### config.mk
export PLATFORM = sky130hd
export DESIGN_NAME = rr_shift_arbiter
export DESIGN_NICKNAME = d
export VERILOG_FILES = /design/src/rtl/rr_shift_arbiter_pkg.sv /design/src/rtl/barrel_shift.sv /design/src/rtl/rr_shift_arbiter.sv
export SDC_FILE = /design/constraint.sdc
export NUM_CORES = 1
export LEC_CHECK = 0
export ABC_AREA = 1
export CORE_MARGIN = 8
export CORE_UTILIZATION = 45
export CTS_CLUSTER_SIZE = 40
export DETAILED_ROUTE_END_ITERATION = 16
export GPL_TIMING_DRIVEN = 0
export PLACE_DENSITY = 0.8
export SYNTH_ARGS = -nofsm -noshare
export SYNTH_HDL_FRONTEND = slang
export SYNTH_SLANG_ARGS = --single-unit
export TNS_END_PERCENT = 20
### constraint.sdc
create_clock -name clock -period 8.1 [get_ports clock]
set_input_delay 1.62 -clock clock [delete_from_list [all_inputs] [get_ports clock]]
set_output_delay 1.62 -clock clock [all_outputs]
set_load 0.005 [all_outputs]
### src/rtl/rr_shift_arbiter_pkg.sv
// Shared types and constants for the round-robin shift arbiter.
package rr_shift_arbiter_pkg;

    localparam int unsigned RR_ARB_STALL_W   = 8;
    localparam logic [7:0]  RR_ARB_STALL_MAX = 8'd255;

    typedef enum logic {
        RR_IDLE  = 1'b0,
        RR_GRANT = 1'b1
    } rr_arb_state_t;

endpackage : rr_shift_arbiter_pkg

### src/rtl/barrel_shift.sv
// Combinational barrel rotator; WIDTH must be a power of two so index math wraps naturally.
module barrel_shift #(
    parameter int unsigned WIDTH        = 8,
    parameter int unsigned SHIFT_W      = $clog2(WIDTH),
    parameter bit          ROTATE_RIGHT = 1'b1
) (
    input  logic [WIDTH-1:0]   data_in,
    input  logic [SHIFT_W-1:0] nshifts,
    output logic [WIDTH-1:0]   data_out_c
);

    logic [SHIFT_W-1:0] src;

    // Each output bit picks its source bit; right rotation maps out[i] = in[i + n].
    always_comb begin
        data_out_c = '0;
        src        = '0;
        for (int unsigned i = 0; i < WIDTH; i++) begin
            if (ROTATE_RIGHT) begin
                src = SHIFT_W'(i) + nshifts;
            end else begin
                src = SHIFT_W'(i) - nshifts;
            end
            data_out_c[i] = data_in[src];
        end
    end

endmodule : barrel_shift

### src/rtl/rr_shift_arbiter.sv
// Round-robin arbiter with registered one-hot grant held under valid/ready.
// Optional feature: define RR_ARB_STALL_CNT_EN to add the saturating stall_cnt output.
module rr_shift_arbiter
    import rr_shift_arbiter_pkg::*;
#(
    parameter int unsigned N     = 8,
    parameter int unsigned IDX_W = $clog2(N)
) (
    input  logic             clock,
    input  logic             reset,
    input  logic [N-1:0]     req,
    input  logic             in_ready,
    output logic [N-1:0]     gnt,
    output logic             gnt_valid,
    output logic [IDX_W-1:0] gnt_idx
`ifdef RR_ARB_STALL_CNT_EN
    ,
    output logic [RR_ARB_STALL_W-1:0] stall_cnt
`endif
);

    rr_arb_state_t    state_q, state_d;
    logic [IDX_W-1:0] ptr_q, ptr_d;
    logic [N-1:0]     gnt_q, gnt_d;
    logic             gnt_valid_q, gnt_valid_d;
    logic [IDX_W-1:0] gnt_idx_q, gnt_idx_d;

    logic             accept;
    logic             has_req;
    logic [IDX_W-1:0] ptr_next;
    logic [N-1:0]     req_rot;
    logic [IDX_W-1:0] lowest_k;
    logic [IDX_W-1:0] winner;

    // Pointer for the upcoming selection: one past the accepted index, else unchanged.
    always_comb begin
        accept   = gnt_valid_q & in_ready;
        has_req  = |req;
        ptr_next = accept ? (gnt_idx_q + IDX_W'(1)) : ptr_q;
    end

    barrel_shift #(
        .WIDTH        (N),
        .SHIFT_W      (IDX_W),
        .ROTATE_RIGHT (1'b1)
    ) u_rot (
        .data_in    (req),
        .nshifts    (ptr_next),
        .data_out_c (req_rot)
    );

    // Lowest set bit of the rotated request, mapped back to an absolute index.
    always_comb begin
        lowest_k = '0;
        for (int i = N - 1; i >= 0; i--) begin
            if (req_rot[i]) begin
                lowest_k = IDX_W'(i);
            end
        end
        winner = ptr_next + lowest_k;
    end

    // Next-state and grant-register logic; grant is frozen until accepted.
    always_comb begin
        state_d     = state_q;
        ptr_d       = ptr_q;
        gnt_d       = gnt_q;
        gnt_valid_d = gnt_valid_q;
        gnt_idx_d   = gnt_idx_q;

        unique case (state_q)
            RR_IDLE: begin
                if (has_req) begin
                    gnt_d       = N'(1) << winner;
                    gnt_valid_d = 1'b1;
                    gnt_idx_d   = winner;
                    state_d     = RR_GRANT;
                end
            end
            RR_GRANT: begin
                if (accept) begin
                    ptr_d = ptr_next;
                    if (has_req) begin
                        gnt_d     = N'(1) << winner;
                        gnt_idx_d = winner;
                    end else begin
                        gnt_d       = '0;
                        gnt_valid_d = 1'b0;
                        gnt_idx_d   = '0;
                        state_d     = RR_IDLE;
                    end
                end
            end
            default: begin
                state_d = RR_IDLE;
            end
        endcase
    end

    // State and grant registers with synchronous reset.
    always_ff @(posedge clock) begin
        if (reset) begin
            state_q     <= RR_IDLE;
            ptr_q       <= '0;
            gnt_q       <= '0;
            gnt_valid_q <= 1'b0;
            gnt_idx_q   <= '0;
        end else begin
            state_q     <= state_d;
            ptr_q       <= ptr_d;
            gnt_q       <= gnt_d;
            gnt_valid_q <= gnt_valid_d;
            gnt_idx_q   <= gnt_idx_d;
        end
    end

    assign gnt       = gnt_q;
    assign gnt_valid = gnt_valid_q;
    assign gnt_idx   = gnt_idx_q;

`ifdef RR_ARB_STALL_CNT_EN
    logic [RR_ARB_STALL_W-1:0] stall_cnt_q, stall_cnt_d;

    // Saturating count of cycles a grant waits on the downstream; cleared on accept.
    always_comb begin
        stall_cnt_d = stall_cnt_q;
        if (accept) begin
            stall_cnt_d = '0;
        end else if (gnt_valid_q && (stall_cnt_q != RR_ARB_STALL_MAX)) begin
            stall_cnt_d = stall_cnt_q + RR_ARB_STALL_W'(1);
        end
    end

    // Stall counter register.
    always_ff @(posedge clock) begin
        if (reset) begin
            stall_cnt_q <= '0;
        end else begin
            stall_cnt_q <= stall_cnt_d;
        end
    end

    assign stall_cnt = stall_cnt_q;
`endif

endmodule : rr_shift_arbiter

==> implementation parameters <==
Parameter                              Value

Timing
  Min Clock Period, post-route    between 4 and 5 ns
  Number of failing setup endpoints in the final timing report    0
  Normalized max-slew margin    between 50% and 60%
  Highest achievable clock rate    209 MHz
  Final count of hold timing violations    0
  Setup_tns    0 ns
  Pins over their slew limit    0
  Unrepaired setup endpoints after global routing    false
  Worst Max-Slew Pin Slew    between 0.6 and 0.7 ns
  Maximum clock skew at final layout    0.00132 ns
  Ratio of final minimum period to clock period    about three fifths

Final layout
  Filler Cells Inserted    approximately 300
  Proportion of layout cells with a drive suffix above 1    between 10% and 20%
  Multi-input gate area in the final layout    976 um2
  Non-filler cells in the finished layout    301
  Number of diodes added for antenna fixing    0
  Final-stage net count    about 270
  P&R area growth vs syn    21.1%
  Reg area    between 300 and 400 um2

CTS
  CTS buffer count    3
  Longest Clk Path Bufs    2
  H-tree levels    1
  Setup bufs post-CTS    0
  Clk_lat worst skew    between 0.2 and 0.3 ns
  Resize count post-CTS    0
  TritonCTS clock tree    built
  TritonCTS sink count    16
  Clock transition time at the flip-flop clock pins of the worst setup and hold paths    around 0.090 ns
  Hold-fix buffer count after cts    0
  CTS Root Buffer Type    clkbuf_4

Critical path
  Most frequent cell on the critical path    nand2_1
  Largest stage delay, worst path    just over 0.6 ns
  Critical Path Slowest Stage Cell    clkdlybuf4s50_1
  Startpoint-to-endpoint class of the critical path    in2reg
  Required time of the critical path    roughly 8.3 ns
  Kind of launch point of the worst setup path    primary input
  Arr. time, crit path    roughly 5 ns
  Buffers plus inverters on the worst setup path    3
  Critical path's top delay family    simple AND/OR/NAND/NOR gates
  CP endpoint kind    register
  Critical-path maximum fanout    9

Synth
  Post-synthesis cell type with the largest combined area    dfxtp_1
  Number of synthesized flops with an enable pin    0
  Proportion of register bits with asynchronous set or reset after synthesis    0%
  Top post-synthesis cells by count    nand2_1, nand3_1, inv_1, dfxtp_1, a21oi_1
  Number of warning messages in the yosys log    0
  Area share of the leading cell type in the synthesized netlist    between 20% and 30%
  Syn Nets    246
  Netlist cell types    30
  Top-count cell post-synth    nand2_1
  Primary FF master, synth    dfxtp_1
  Sequential fraction of the synthesis area    between 20% and 30%
  Area of the mapped netlist    about 0.0014 mm2
  Top cells by area in the synthesized netlist    dfxtp_1, nand2_1, nand3_1
  Synthesized flop and latch total    16
  Count of mapped cells out of synthesis    ~230
  Average cell area after synthesis    slightly above 6 um2

Global routing
  Overflow after GRT    0
  Largest net degree at the start of global routing    11
  Number of antenna violations at the first check in global routing    0
  Global-route wire length before repair    5510 um
  Via count of the first global-routing pass    around 1300
  GRT Resource Usage Total    around 13%

Hold path
  Class of the tightest hold or removal check    reg2reg

Drt
  Routed Wire Length    ~3200 um
  Iteration-0 DRC Markers    100
  Routed length per placed instance    roughly 11 um
  ANT nets after route    0
  Post-detailed-route DRC marker count    0
  Via count    1506
  Length of the first detailed-routing pass in iterations    4
  Vias per std cell    approximately 5

Floorplanning
  Die height    approximately 72 um
  Die width    just over 70 um
  Starting utilization of the core area    a little under half
  Row count    20
  Area of the core region    0.00303 mm2
  Top-Level Pins    23
  Die area    0.00519 mm2

Pwr
  Static leakage power    just under 0.8 nW
  Ratio of total power to cell area    approximately 160 mW/mm2
  Worst IR drop on VDD    between 50 and 60 uV
  Overall power of the completed layout    about 0.27 mW

Place
  Final GP Congestion    just under 0.9
  # placed instances    298
  Count of buffers from port buffering    22
  DP HPWL    between 2000 and 3000 um

Status
  Result of the run    complete, no violations

Run
  Number of maximum-capacitance violations    0
-- report_power, final --
part	total, mW	leakage, nW	switching (mW)	internal (mW)
clock network	0.0409	0.0138	0.0236	0.0173
registers	0.0908	0.131	0.00512	0.0856
logic	0.135	0.632	0.0819	0.0534
total	0.267	0.777	0.111	0.156
-- cells in the final DEF, fill, tap and decap left out, types with 2 or more instances in the layout --
master / n
dfxtp_1: 16
clkdlybuf4s50_1: 22
o21ai_0: 3
a21oi_2: 2
nand3b_1: 2
nand2_2: 7
nand2_4: 7
ha_1: 2
nor2_1: 10
a31oi_1: 2
a21oi_1: 12
clkbuf_4: 3
clkbuf_1: 2
inv_1: 24
nand3_1: 36
inv_2: 2
nand4_1: 3
nand3_2: 2
a211oi_1: 2
nand2_1: 83
nor2_2: 2
nor2_4: 3
-- per-stage QoR --
step | setup WS (ns) | util [%] | hold slack, ns | area (um2)
after floorplan | 4.03 | - | 0.455 | 1410
after global placement | 3.02 | 55.7 | 0.454 | 1690
after detailed placement | 2.99 | 55.7 | 0.456 | 1690
after CTS | 3.28 | 56.5 | 0.469 | 1710
after global routing | 2.96 | 56.5 | 0.480 | 1710
final | 3.31 | 56.5 | 0.467 | 1710
-- final timing paths --
| kind | end | startpoint | slack, ns | depth (start not counted) |
|---|---|---|---|---|
| setup / recovery | gnt[1] | in_ready | 3.31 | 25 |
| hold / removal | gnt[7] | gnt[7] | 0.47 | 2 |
| setup reg to reg | gnt[1] | gnt_idx[0] | 4.61 | 24 |
| hold reg to reg | gnt[7] | gnt[7] | 0.47 | 2 |
-- registers in the layout, indices dropped and copies added, names as in the netlist --
signal,count
gnt_valid,1
ptr_q,3
gnt,8
state_q,1
gnt_idx,3
-- cells by family after synthesis --
family / Yosys count / synth area share, %
and+or+nand+nor: 158 / 55.3
buffers and inverters: 30 / 8.24
AOI/OAI and AO/OA: 24 / 10.0
DFF: 16 / 22.7
adders and majority gates: 3 / 3.19
xor gates and xnor gates: 1 / 0.620
-- worst min-delay path, stage by stage, from the launching register on --
cell and delay (ns):
dfxtp_1 0.32, nand2_1 0.06, a21oi_1 0.05
-- layout make-up --
class | instances | area share [%]
Sequential cell | 16 | 18.7
Inverter | 27 | 6.07
Multi-Input combinational cell | 186 | 57.1
Tap cell | 44 | 3.22
Timing Repair Buffer | 22 | 12.9
Buffer | 3 | 0.732
Clock buffer | 3 | 1.32
-- layer usage --
metal | vias up | track usage (%) | wire, um
met5 | - | 0 | 0
li1 | 813 | - | -
met4 | 0 | 4.08 | 50
met2 | 34 | 22.3 | 1480
met1 | 652 | 15.3 | 1490
met3 | 7 | 1.79 | 145
Note: power is estimated with default switching activity, not from simulation.
